`config.mk`:
```
export PLATFORM = sky130hd
export DESIGN_NAME = uart_csr_bank
export DESIGN_NICKNAME = d
export VERILOG_FILES = /design/src/rtl/uart_pkg.sv /design/src/rtl/uart_sync_fifo.sv /design/src/rtl/uart_csr_bank.sv
export SDC_FILE = /design/constraint.sdc
export NUM_CORES = 1
export LEC_CHECK = 0
export CAP_MARGIN = 20
export CORE_MARGIN = 5
export CORE_UTILIZATION = 50
export DETAILED_ROUTE_END_ITERATION = 8
export PLACE_DENSITY = 0.88
export SYNTH_ARGS = -nofsm -noshare
export SYNTH_HDL_FRONTEND = slang
export SYNTH_SLANG_ARGS = --single-unit
```
`constraint.sdc`:
```
create_clock -name clk -period 6.85 [get_ports clk]
set_input_delay 1.37 -clock clk [delete_from_list [all_inputs] [get_ports clk]]
set_output_delay 1.37 -clock clk [all_outputs]
set_load 0.05 [all_outputs]
```
`src/rtl/uart_pkg.sv`:
```
// Register offsets, field positions and reset values shared by the UART CSR bank.
// The address decoder lives here so every block agrees on the map.
package uart_pkg;

    localparam logic [4:0] OFS_CTRL0  = 5'h00;
    localparam logic [4:0] OFS_DATA   = 5'h04;
    localparam logic [4:0] OFS_BAUD   = 5'h08;
    localparam logic [4:0] OFS_STATUS = 5'h0C;
    localparam logic [4:0] OFS_IRQ_EN = 5'h10;

    localparam int CTRL0_W = 11;

    localparam int STAT_TX_EMPTY  = 0;
    localparam int STAT_TX_FULL   = 1;
    localparam int STAT_RX_FULL   = 2;
    localparam int STAT_OVERRUN   = 3;
    localparam int STAT_FRAME_ERR = 4;
    localparam int STAT_PAR_ERR   = 5;
    localparam int STAT_TX_OVF    = 6;
    localparam int STAT_LEVEL_LSB = 8;

    // Sticky flags occupy STATUS[6:3]; index 0 of the sticky vector is STATUS[3].
    localparam int STICKY_LSB = STAT_OVERRUN;
    localparam int NUM_STICKY = 4;
    localparam int NUM_IRQ    = 7;

    localparam logic [4:0] WORD_LENGTH_RESET  = 5'd8;
    localparam int         BAUD_RESET_DEFAULT = 27;

    typedef struct packed {
        logic       rx_en;
        logic       tx_en;
        logic       parity_odd;
        logic       parity_en;
        logic       oversample_by_3;
        logic       num_stop_bits;
        logic [4:0] word_length;
    } ctrl0_t;

    localparam ctrl0_t CTRL0_RESET = '{
        rx_en:           1'b0,
        tx_en:           1'b0,
        parity_odd:      1'b0,
        parity_en:       1'b0,
        oversample_by_3: 1'b0,
        num_stop_bits:   1'b0,
        word_length:     WORD_LENGTH_RESET
    };

    typedef enum logic [2:0] {
        SEL_NONE,
        SEL_CTRL0,
        SEL_DATA,
        SEL_BAUD,
        SEL_STATUS,
        SEL_IRQ_EN
    } reg_sel_e;

    function automatic reg_sel_e decode_addr(input logic [4:0] ofs);
        reg_sel_e sel;
        case (ofs)
            OFS_CTRL0:  sel = SEL_CTRL0;
            OFS_DATA:   sel = SEL_DATA;
            OFS_BAUD:   sel = SEL_BAUD;
            OFS_STATUS: sel = SEL_STATUS;
            OFS_IRQ_EN: sel = SEL_IRQ_EN;
            default:    sel = SEL_NONE;
        endcase
        return sel;
    endfunction

endpackage

```
`src/rtl/uart_sync_fifo.sv`:
```
// Single-clock FIFO with show-ahead head output; a push into a full FIFO is only
// accepted when a pop happens in the same cycle.
module uart_sync_fifo #(
    parameter int WIDTH = 9,
    parameter int DEPTH = 8
) (
    input  logic                       clk,
    input  logic                       reset_n,
    input  logic                       push_i,
    input  logic                       pop_i,
    input  logic [WIDTH-1:0]           wdata_i,
    output logic [WIDTH-1:0]           head_o,
    output logic                       full_o,
    output logic                       empty_o,
    output logic [$clog2(DEPTH):0]     level_o
);

    localparam int PTR_W = $clog2(DEPTH);

    logic [WIDTH-1:0] mem_q [DEPTH];
    logic [PTR_W-1:0] wr_ptr_q, wr_ptr_d;
    logic [PTR_W-1:0] rd_ptr_q, rd_ptr_d;
    logic [PTR_W:0]   count_q, count_d;
    logic             push_ok;
    logic             pop_ok;

    assign full_o  = (count_q == (PTR_W+1)'(DEPTH));
    assign empty_o = (count_q == '0);
    assign level_o = count_q;
    assign head_o  = mem_q[rd_ptr_q];

    assign pop_ok  = pop_i & ~empty_o;
    assign push_ok = push_i & (~full_o | pop_ok);

    // Pointers wrap naturally because DEPTH is a power of two.
    always_comb begin
        wr_ptr_d = wr_ptr_q;
        rd_ptr_d = rd_ptr_q;
        count_d  = count_q;
        if (push_ok) begin
            wr_ptr_d = wr_ptr_q + 1'b1;
        end
        if (pop_ok) begin
            rd_ptr_d = rd_ptr_q + 1'b1;
        end
        case ({push_ok, pop_ok})
            2'b10:   count_d = count_q + 1'b1;
            2'b01:   count_d = count_q - 1'b1;
            default: count_d = count_q;
        endcase
    end

    always_ff @(posedge clk or negedge reset_n) begin
        if (!reset_n) begin
            wr_ptr_q <= '0;
            rd_ptr_q <= '0;
            count_q  <= '0;
        end else begin
            wr_ptr_q <= wr_ptr_d;
            rd_ptr_q <= rd_ptr_d;
            count_q  <= count_d;
        end
    end

    // Storage carries no reset so it can map onto distributed RAM.
    always_ff @(posedge clk) begin
        if (push_ok) begin
            mem_q[wr_ptr_q] <= wdata_i;
        end
    end

endmodule

```
`src/rtl/uart_csr_bank.sv`:
```
// UART control/status register bank: line-format controls, baud divisor, TX FIFO,
// one-entry RX holding register, sticky W1C error flags and a level interrupt.
module uart_csr_bank
    import uart_pkg::*;
#(
    parameter int ADDR_W     = 32,
    parameter int CHAR_W     = 9,
    parameter int TX_DEPTH   = 8,
    parameter int BAUD_W     = 16,
    parameter int BAUD_RESET = BAUD_RESET_DEFAULT
) (
    input  logic              clk,
    input  logic              reset_n,
    input  logic              cs,
    input  logic              wen,
    input  logic [ADDR_W-1:0] addr,
    input  logic [31:0]       wdata,
    output logic [31:0]       rdata,
    output logic [4:0]        word_length,
    output logic              num_stop_bits,
    output logic              oversample_by_3,
    output logic              parity_en,
    output logic              parity_odd,
    output logic              tx_en,
    output logic              rx_en,
    output logic [BAUD_W-1:0] baud_div,
    output logic [CHAR_W-1:0] tx_data,
    output logic              tx_valid,
    input  logic              tx_ready,
    input  logic [CHAR_W-1:0] rx_data,
    input  logic              rx_strobe,
    input  logic              rx_frame_err,
    input  logic              rx_parity_err,
    output logic              irq
);

    localparam int LVL_W = $clog2(TX_DEPTH) + 1;

    ctrl0_t                ctrl_q, ctrl_d;
    logic [BAUD_W-1:0]     baud_q, baud_d;
    logic [NUM_IRQ-1:0]    irq_en_q, irq_en_d;
    logic [CHAR_W-1:0]     rx_hold_q, rx_hold_d;
    logic                  rx_full_q, rx_full_d;
    logic [NUM_STICKY-1:0] sticky_q, sticky_d;
    logic [NUM_STICKY-1:0] sticky_set;
    logic [NUM_STICKY-1:0] sticky_clr;
    logic [31:0]           rdata_q, rdata_d;
    logic [31:0]           rd_word;

    reg_sel_e              sel;
    logic                  wr_en;
    logic                  rd_en;
    logic                  data_rd;
    logic                  tx_push;
    logic                  tx_pop;
    logic                  tx_full;
    logic                  tx_empty;
    logic                  tx_overflow_evt;
    logic [LVL_W-1:0]      tx_level;
    logic [15:0]           status_word;
    logic                  unused_bus_bits;

    assign sel     = decode_addr(addr[4:0]);
    assign wr_en   = cs & wen;
    assign rd_en   = cs & ~wen;
    assign data_rd = rd_en & (sel == SEL_DATA);
    assign tx_push = wr_en & (sel == SEL_DATA);
    assign tx_pop  = tx_valid & tx_ready;

    assign unused_bus_bits = ^{addr, wdata};

    uart_sync_fifo #(
        .WIDTH (CHAR_W),
        .DEPTH (TX_DEPTH)
    ) u_tx_fifo (
        .clk     (clk),
        .reset_n (reset_n),
        .push_i  (tx_push),
        .pop_i   (tx_pop),
        .wdata_i (wdata[CHAR_W-1:0]),
        .head_o  (tx_data),
        .full_o  (tx_full),
        .empty_o (tx_empty),
        .level_o (tx_level)
    );

    assign tx_valid        = ~tx_empty;
    assign tx_overflow_evt = tx_push & tx_full & ~tx_pop;

    // A DATA read in the strobe cycle drains the old character, so it is not an overrun.
    assign sticky_set = {
        tx_overflow_evt,
        rx_strobe & rx_parity_err,
        rx_strobe & rx_frame_err,
        rx_strobe & rx_full_q & ~data_rd
    };
    assign sticky_clr = (wr_en && sel == SEL_STATUS) ?
                        wdata[STICKY_LSB +: NUM_STICKY] : '0;

    genvar gi;
    generate
        for (gi = 0; gi < NUM_STICKY; gi++) begin : g_sticky
            assign sticky_d[gi] = sticky_set[gi] | (sticky_q[gi] & ~sticky_clr[gi]);
        end
    endgenerate

    assign status_word = {8'(tx_level), 1'b0, sticky_q, rx_full_q, tx_full, tx_empty};

    always_comb begin
        ctrl_d   = ctrl_q;
        baud_d   = baud_q;
        irq_en_d = irq_en_q;
        if (wr_en) begin
            case (sel)
                SEL_CTRL0:  ctrl_d   = ctrl0_t'(wdata[CTRL0_W-1:0]);
                SEL_BAUD:   baud_d   = wdata[BAUD_W-1:0];
                SEL_IRQ_EN: irq_en_d = wdata[NUM_IRQ-1:0];
                default:    ;
            endcase
        end
    end

    // A fresh character always wins over a read-clear of the holding register.
    always_comb begin
        rx_hold_d = rx_hold_q;
        rx_full_d = rx_full_q;
        if (rx_strobe) begin
            rx_hold_d = rx_data;
            rx_full_d = 1'b1;
        end else if (data_rd) begin
            rx_full_d = 1'b0;
        end
    end

    always_comb begin
        rd_word = '0;
        case (sel)
            SEL_CTRL0:  rd_word[CTRL0_W-1:0] = ctrl_q;
            SEL_DATA:   rd_word[CHAR_W-1:0]  = rx_hold_q;
            SEL_BAUD:   rd_word[BAUD_W-1:0]  = baud_q;
            SEL_STATUS: rd_word[15:0]        = status_word;
            SEL_IRQ_EN: rd_word[NUM_IRQ-1:0] = irq_en_q;
            default:    rd_word = '0;
        endcase
        rdata_d = rd_en ? rd_word : rdata_q;
    end

    always_ff @(posedge clk or negedge reset_n) begin
        if (!reset_n) begin
            ctrl_q    <= CTRL0_RESET;
            baud_q    <= BAUD_W'(BAUD_RESET);
            irq_en_q  <= '0;
            rx_hold_q <= '0;
            rx_full_q <= 1'b0;
            sticky_q  <= '0;
            rdata_q   <= '0;
        end else begin
            ctrl_q    <= ctrl_d;
            baud_q    <= baud_d;
            irq_en_q  <= irq_en_d;
            rx_hold_q <= rx_hold_d;
            rx_full_q <= rx_full_d;
            sticky_q  <= sticky_d;
            rdata_q   <= rdata_d;
        end
    end

    assign rdata           = rdata_q;
    assign word_length     = ctrl_q.word_length;
    assign num_stop_bits   = ctrl_q.num_stop_bits;
    assign oversample_by_3 = ctrl_q.oversample_by_3;
    assign parity_en       = ctrl_q.parity_en;
    assign parity_odd      = ctrl_q.parity_odd;
    assign tx_en           = ctrl_q.tx_en;
    assign rx_en           = ctrl_q.rx_en;
    assign baud_div        = baud_q;
    assign irq             = |(status_word[NUM_IRQ-1:0] & irq_en_q);

endmodule
```
==> results of run 1 <==
cells in the mapped netlist, drive strengths merged:
cell and n:
a32o 2, dfstp 5, o32ai 5, o2bb2ai 1
mux2 51, a22oi 2, xnor2 5, xor2 2
o41ai 1, nand2 33, clkbuf 14, a311oi 1
nor3 6, a211oi 1, a21o 1, a32oi 1
o21ai 21, buf 26, a22o 6, edfxtp 72
a31oi 1, mux4 19, o211ai 2, a221oi 6
ha 3, nor3b 3, nor2 8, a2111oi 1
a21oi 1, a222oi 1, dfrtp 69, nand4b 1
or4b 1, or3 3, nand2b 3, and4b 1
mux2i 12, and3 1, nor4 2, conb 1
inv 6, or4 2, nor4b 2, nor2b 3
nand3 5
layout make-up:
| type | count | area [µm²] | share of cell area [%] |
|---|---|---|---|
| Sequential cell | 146 | 4020 | 50.6 |
| Multi-Input combinational cell | 236 | 2120 | 26.7 |
| Timing Repair Buffer | 98 | 958 | 12.1 |
| Clock buffer | 22 | 444 | 5.59 |
| Tap cell | 172 | 215 | 2.71 |
| Clock inverter | 10 | 160 | 2.02 |
| Inverter | 6 | 22.5 | 0.284 |
worst max-delay path, delay by kind of cell:
family	cells	cell delay (ns)
simple gates	3	2.05
buf+inv	2	1.06
mux	1	0.35
registers in the layout, summed over array words and instances (netlist names):
register,cells
word_length,5
oversample_by_3,1
sticky_q,4
u_tx_fifo.rd_ptr_q,3
tx_en,1
u_tx_fifo.wr_ptr_q,3
rx_hold_q,9
rdata,16
rx_full_q,1
irq_en_q,7
parity_odd,1
num_stop_bits,1
baud_div,16
u_tx_fifo.level_o,4
rx_en,1
parity_en,1
u_tx_fifo.mem_q,72
through the flow:
| stage | setup slack (ns) | hold WS, ns | std cells | cell area (µm²) | total power, µW |
|---|---|---|---|---|---|
| after floorplan | 3.28 | 0.476 | 428 | 6380 | 1640 |
| after global placement | 2.03 | 0.465 | 658 | 7340 | 1860 |
| after detailed placement | 1.93 | 0.476 | 658 | 7340 | 1880 |
| after CTS | 2.31 | 0.494 | 690 | 7940 | 2840 |
| after global routing | 2.17 | 0.522 | 690 | 7940 | 2930 |
| final | 2.30 | 0.493 | 690 | 7940 | 2820 |
metal layers:
metal	global-route usage, %	part of all wire (%)	vias up
met5	0	0	-
met4	6.09	1.4	0
met3	7.51	8.2	18
met2	36.4	52	175
met1	25.1	38	2011
li1	-	-	1726
cell families after synthesis:
| kind of cell | Yosys count | synth area share, % |
|---|---|---|
| AO/OA/AOI/OAI | 54 | 6.35 |
| XOR/XNOR | 7 | 0.969 |
| adder cells (fa/ha/maj) | 3 | 0.594 |
| buffers and inverters | 46 | 4.06 |
| flip-flops | 146 | 63.6 |
| multiplexers | 82 | 18.3 |
| other | 1 | 0.0593 |
| AND/OR/NAND/NOR | 74 | 6.07 |
how the worst max path moves through the flow:
stage	from	to	slack, ns
after floorplan	addr[4]	u_tx_fifo.mem_q[2][0]	3.28
after global placement	addr[4]	baud_div[7]	2.03
after detailed placement	addr[4]	baud_div[2]	1.93
after CTS	addr[4]	baud_div[5]	2.31
after global routing	addr[4]	baud_div[5]	2.17
final	addr[4]	baud_div[5]	2.30
where the power goes:
group          total, µW  switching, µW  leakage, µW  internal [µW]
registers           1080            102      0.00159            980
logic                782            442      0.00114            340
clock network        954            346     0.000292            608
total               2820            889      0.00302           1930
cell usage in the layout (no fill, tap or decap), types with 6 or more instances in the layout:
| cell type | count |
|---|---|
| clkdlybuf4s50_1 | 90 |
| edfxtp_1 | 72 |
| dfrtp_1 | 69 |
| mux2_2 | 37 |
| nand2_1 | 33 |
| o21ai_0 | 21 |
| mux4_2 | 19 |
| clkbuf_16 | 17 |
| conb_1 | 16 |
| mux2i_1 | 12 |
| mux2_4 | 10 |
| nor2_1 | 7 |
| buf_4 | 7 |
| inv_1 | 6 |
| a22o_1 | 6 |
| a221oi_1 | 6 |
==> flow_summary.yaml, run 1 <==
floorplanning:
  io_pins: 151
  die_w_um: 122
  initial_core_util_pct: 50.5
  rows: 41
  design.core.area_um2: 12500
  die_h_um: 122
  fp.dieArea_um2: 15000
critical_path:
  reg2reg_slack_ns: 4.22
  crit_path_max_fanout: 14
  critical_path.max_stage_delay_ns: 0.76
  critPathKind: "input pin to register"
  critPathArrivalTime_ns: 4.85
  required_ns: 7.15
  r2r-end: "u_tx_fifo.mem_q[7][3]"
  rr_worst_depth: 4
  r2r-start: "u_tx_fifo.level_o[3]"
  path_cells: "clkdlybuf4s50_1, or3_4, nor3b_2, nor2b_1, buf_4, mux2_2"
  crit_slowest_cell: "nor3b_2"
  cp-start-kind: "input pin"
  cp-end-kind: "register"
yosys:
  synth_top_area_share_pct: 34.2
  yosys_warnings: 0
  syn_inst: 413
  avgSynthCellArea_um2: 15.3
  synthTopCellsByArea: "edfxtp_1 (34%), dfrtp_1 (27%), mux4_2 (6.8%)"
  ys_types: 55
  synth_top_area_cell: "edfxtp_1"
  synth_area_um2: 6320
  synth_seq_cells: 146
  synth.yosys.seq_area_share_pct: 63.6
finish:
  drive_gt1_share_pct: 22.6
  antenna_cells: 0
  area_growth_pct: 25.5
  fillers: 931
  final_core_util_pct: 63.4
  fin_nets: 589
clock_tree:
  cts_hold_buf: 0
  cts_buffers: 17
  cts_resized: 0
  numClockSinks: 146
  cts-root-buf: "clkbuf_16"
  cts_tree: "done"
  postCtsSetupBuffers: 0
  path_clk_slew_ns: 0.05
  clock_path_buffers: 2
  cts.htree.levels: 4
  clk_latency_ns: 0.42
placed_design:
  io_buffers: 91
  dp_hpwl_um: 9870
  gp_congestion: 0.878
sta:
  finalSetupTns_ns: 0
  fin_skew_ns: 0.00511
  drv_slew: 0
  clock.fmax_ghz: 0.220
  finalSetupViolations: 0
  hold_viol: 0
  min_period_ns: 4.55
  grt_setup_unrepaired: "false"
  tightest_slew_ns: 1.09
  relSlewSlack_pct: 27.1
  fin_crit_sh_pct: 66.4
detailed_routing:
  finalWirelength_um: 14800
  vias: 3930
  wl_per_cell_um: 21.5
  via_per_inst: 5.70
  final_antenna_net_count: 0
  drc: 0
  first_pass_iters: 5
  drtIter0Drc: 402
status:
  status: "completed"
global_route:
  grt_pass1_wl_um: 23700
  grt_max_degree: 75
  overflow: 0
  first_global_vias: 4263
  antenna_found_initial: 0
  grt.total_usage_pct: 21.1
min_path:
  worstHoldPathType: "register to register"
  whs_endpoint: "rdata[12]"
  min_path_cells: 2
  min-delay-start: "rdata[12]"
run:
  cap_viol_max_count: 0
pwr:
  peakVddDrop_uv: 203
  pwr_density_cell_nw_per_um2: 355
  p_leak_uw: 0.00302
Note: power is estimated with default switching activity, not from simulation.
==> run 2: changes to the inputs <==
clock period = 4.7 ns   (was 6.85 ns; I/O delays follow)
==> run 2 against run 1 <==
Non-clock buffer count up 7. Routed wire length down 2.7%. Final area up 0.99%. Combinational power up 46%. Global-route usage down 0.30 points. Clock skew up 0.0027 ns. Critical endpoint is now tx_data[3]. Cell count up 1.0%.
==> flow_summary.yaml, run 2 (synthesis gave the netlist of run 1 again) <==
clock_tree:
  postCtsSetupBuffers: 0
  clock_path_buffers: 2
  cts_resized: 0
  cts-root-buf: "clkbuf_16"
  path_clk_slew_ns: 0.06
  numClockSinks: 146
  cts_tree: "done"
  clk_latency_ns: 0.42
  cts_buffers: 17
  cts.htree.levels: 4
  cts_hold_buf: 0
detailed_routing:
  first_pass_iters: 5
  drc: 0
  final_antenna_net_count: 0
  drtIter0Drc: 349
  via_per_inst: 5.61
  wl_per_cell_um: 20.7
  vias: 3911
  finalWirelength_um: 14400
finish:
  regArea_um2: 4020
  area_growth_pct: 26.8
  final_core_util_pct: 64.1
  multiInputGateArea_um2: 2100
  drive_gt1_share_pct: 23.6
  postLayoutCellArea_um2: 8020
  fillers: 894
  final_common_cell: "clkdlybuf4s50_1"
  fin_nets: 596
  antenna_cells: 0
  layout_common_cells: "clkdlybuf4s50_1 (90), edfxtp_1 (72), dfrtp_1 (69)"
  largest_reg_flops: 72
  largest-register: "u_tx_fifo.mem_q"
pwr:
  peakVddDrop_uv: 315
  p_leak_uw: 0.00308
  pwr_density_cell_nw_per_um2: 521
global_route:
  grt_max_degree: 43
  overflow: 0
  first_global_vias: 4255
  grt.total_usage_pct: 20.8
  antenna_found_initial: 0
  grt_pass1_wl_um: 23400
critical_path:
  reg2reg_slack_ns: 2.20
  crit_path_max_fanout: 20
  cp-start-kind: "register"
  critPathKind: "register to output port"
  critPathArrivalTime_ns: 2.82
  required_ns: 3.76
  cp-end-kind: "output port"
sta:
  clock.fmax_ghz: 0.266
  grt_setup_unrepaired: "false"
  tightest_slew_ns: 0.944
  hold_viol: 0
  hold_slack_ns: 0.481
  drv_slew: 0
  finalSetupViolations: 0
  finalSetupTns_ns: 0
  min_period_ns: 3.76
  fin_skew_ns: 0.00781
  fin_ws_ns: 0.942
  relSlewSlack_pct: 37.1
  fin_crit_sh_pct: 80.0
floorplanning:
  die_h_um: 122
  initial_core_util_pct: 50.5
  rows: 41
  fp.dieArea_um2: 15000
  io_pins: 151
  die_w_um: 122
  design.core.area_um2: 12500
placed_design:
  io_buffers: 91
  place_area_um2: 7370
  preCtsSetupSlack_ns: 0.908
  gp_congestion: 0.886
  dp_hpwl_um: 9630
run:
  cap_viol_max_count: 0
min_path:
  worstHoldPathType: "register to register"
status:
  status: "completed"
[run 2: cell count changes in the layout (fill, tap and decap cells not counted), moves of 2 or more]
cell / before / now
buf_4: 7 / 14
clkbuf_1: 5 / 2
inv_6: 0 / 2
nor3b_1: 0 / 2
nor3b_2: 3 / 1
[run 2: per-layer routing]
metal	track usage (%)	up-vias	share of wire (%)
li1	-	1740	-
met1	25.6	1970	40
met2	35.1	174	51
met3	6.68	27	7.8
met4	6.79	0	1.6
met5	0	-	0
[run 2: final timing paths]
| kind | end | startpoint | depth (start not counted) |
|---|---|---|---|
| setup / recovery | tx_data[3] | u_tx_fifo.rd_ptr_q[1] | 3 |
| hold / removal | rdata[12] | rdata[12] | 2 |
| setup reg to reg | u_tx_fifo.level_o[2] | u_tx_fifo.level_o[1] | 7 |
| hold reg to reg | rdata[12] | rdata[12] | 2 |
| max in group asynchronous | baud_div[4] | reset_n | 2 |
| min in group asynchronous | parity_odd | reset_n | 1 |
[run 2: power breakdown]
group          internal, µW  switching, µW
combinational           494            650
sequential             1430            142
clock                   939            521
total                  2860           1310
[run 2: layout make-up]
cell class              instances  area share [%]
well taps                     172            2.68
flip-flops and latches        146            50.1
inverters                       6           0.281
multi-input cells             236            26.2
clock inverters                11            2.17
clock buffers                  21            5.88
repair buffers                105            12.6
[run 2: critical path, stage by stage, from the launching register on]
cell             delay (ns)
dfrtp_1                0.96
mux4_2                 0.42
mux2_2                 0.29
clkdlybuf4s50_1        0.72
[run 2: through the flow]
| step | power (µW) | std cells |
|---|---|---|
| 3_5_place_dp | 2730 | 665 |
| 2_1_floorplan | 2390 | 428 |
| 4_1_cts | 4210 | 697 |
| 6_report | 4180 | 697 |
| 5_1_grt | 4340 | 697 |
| 3_3_place_gp | 2710 | 665 |
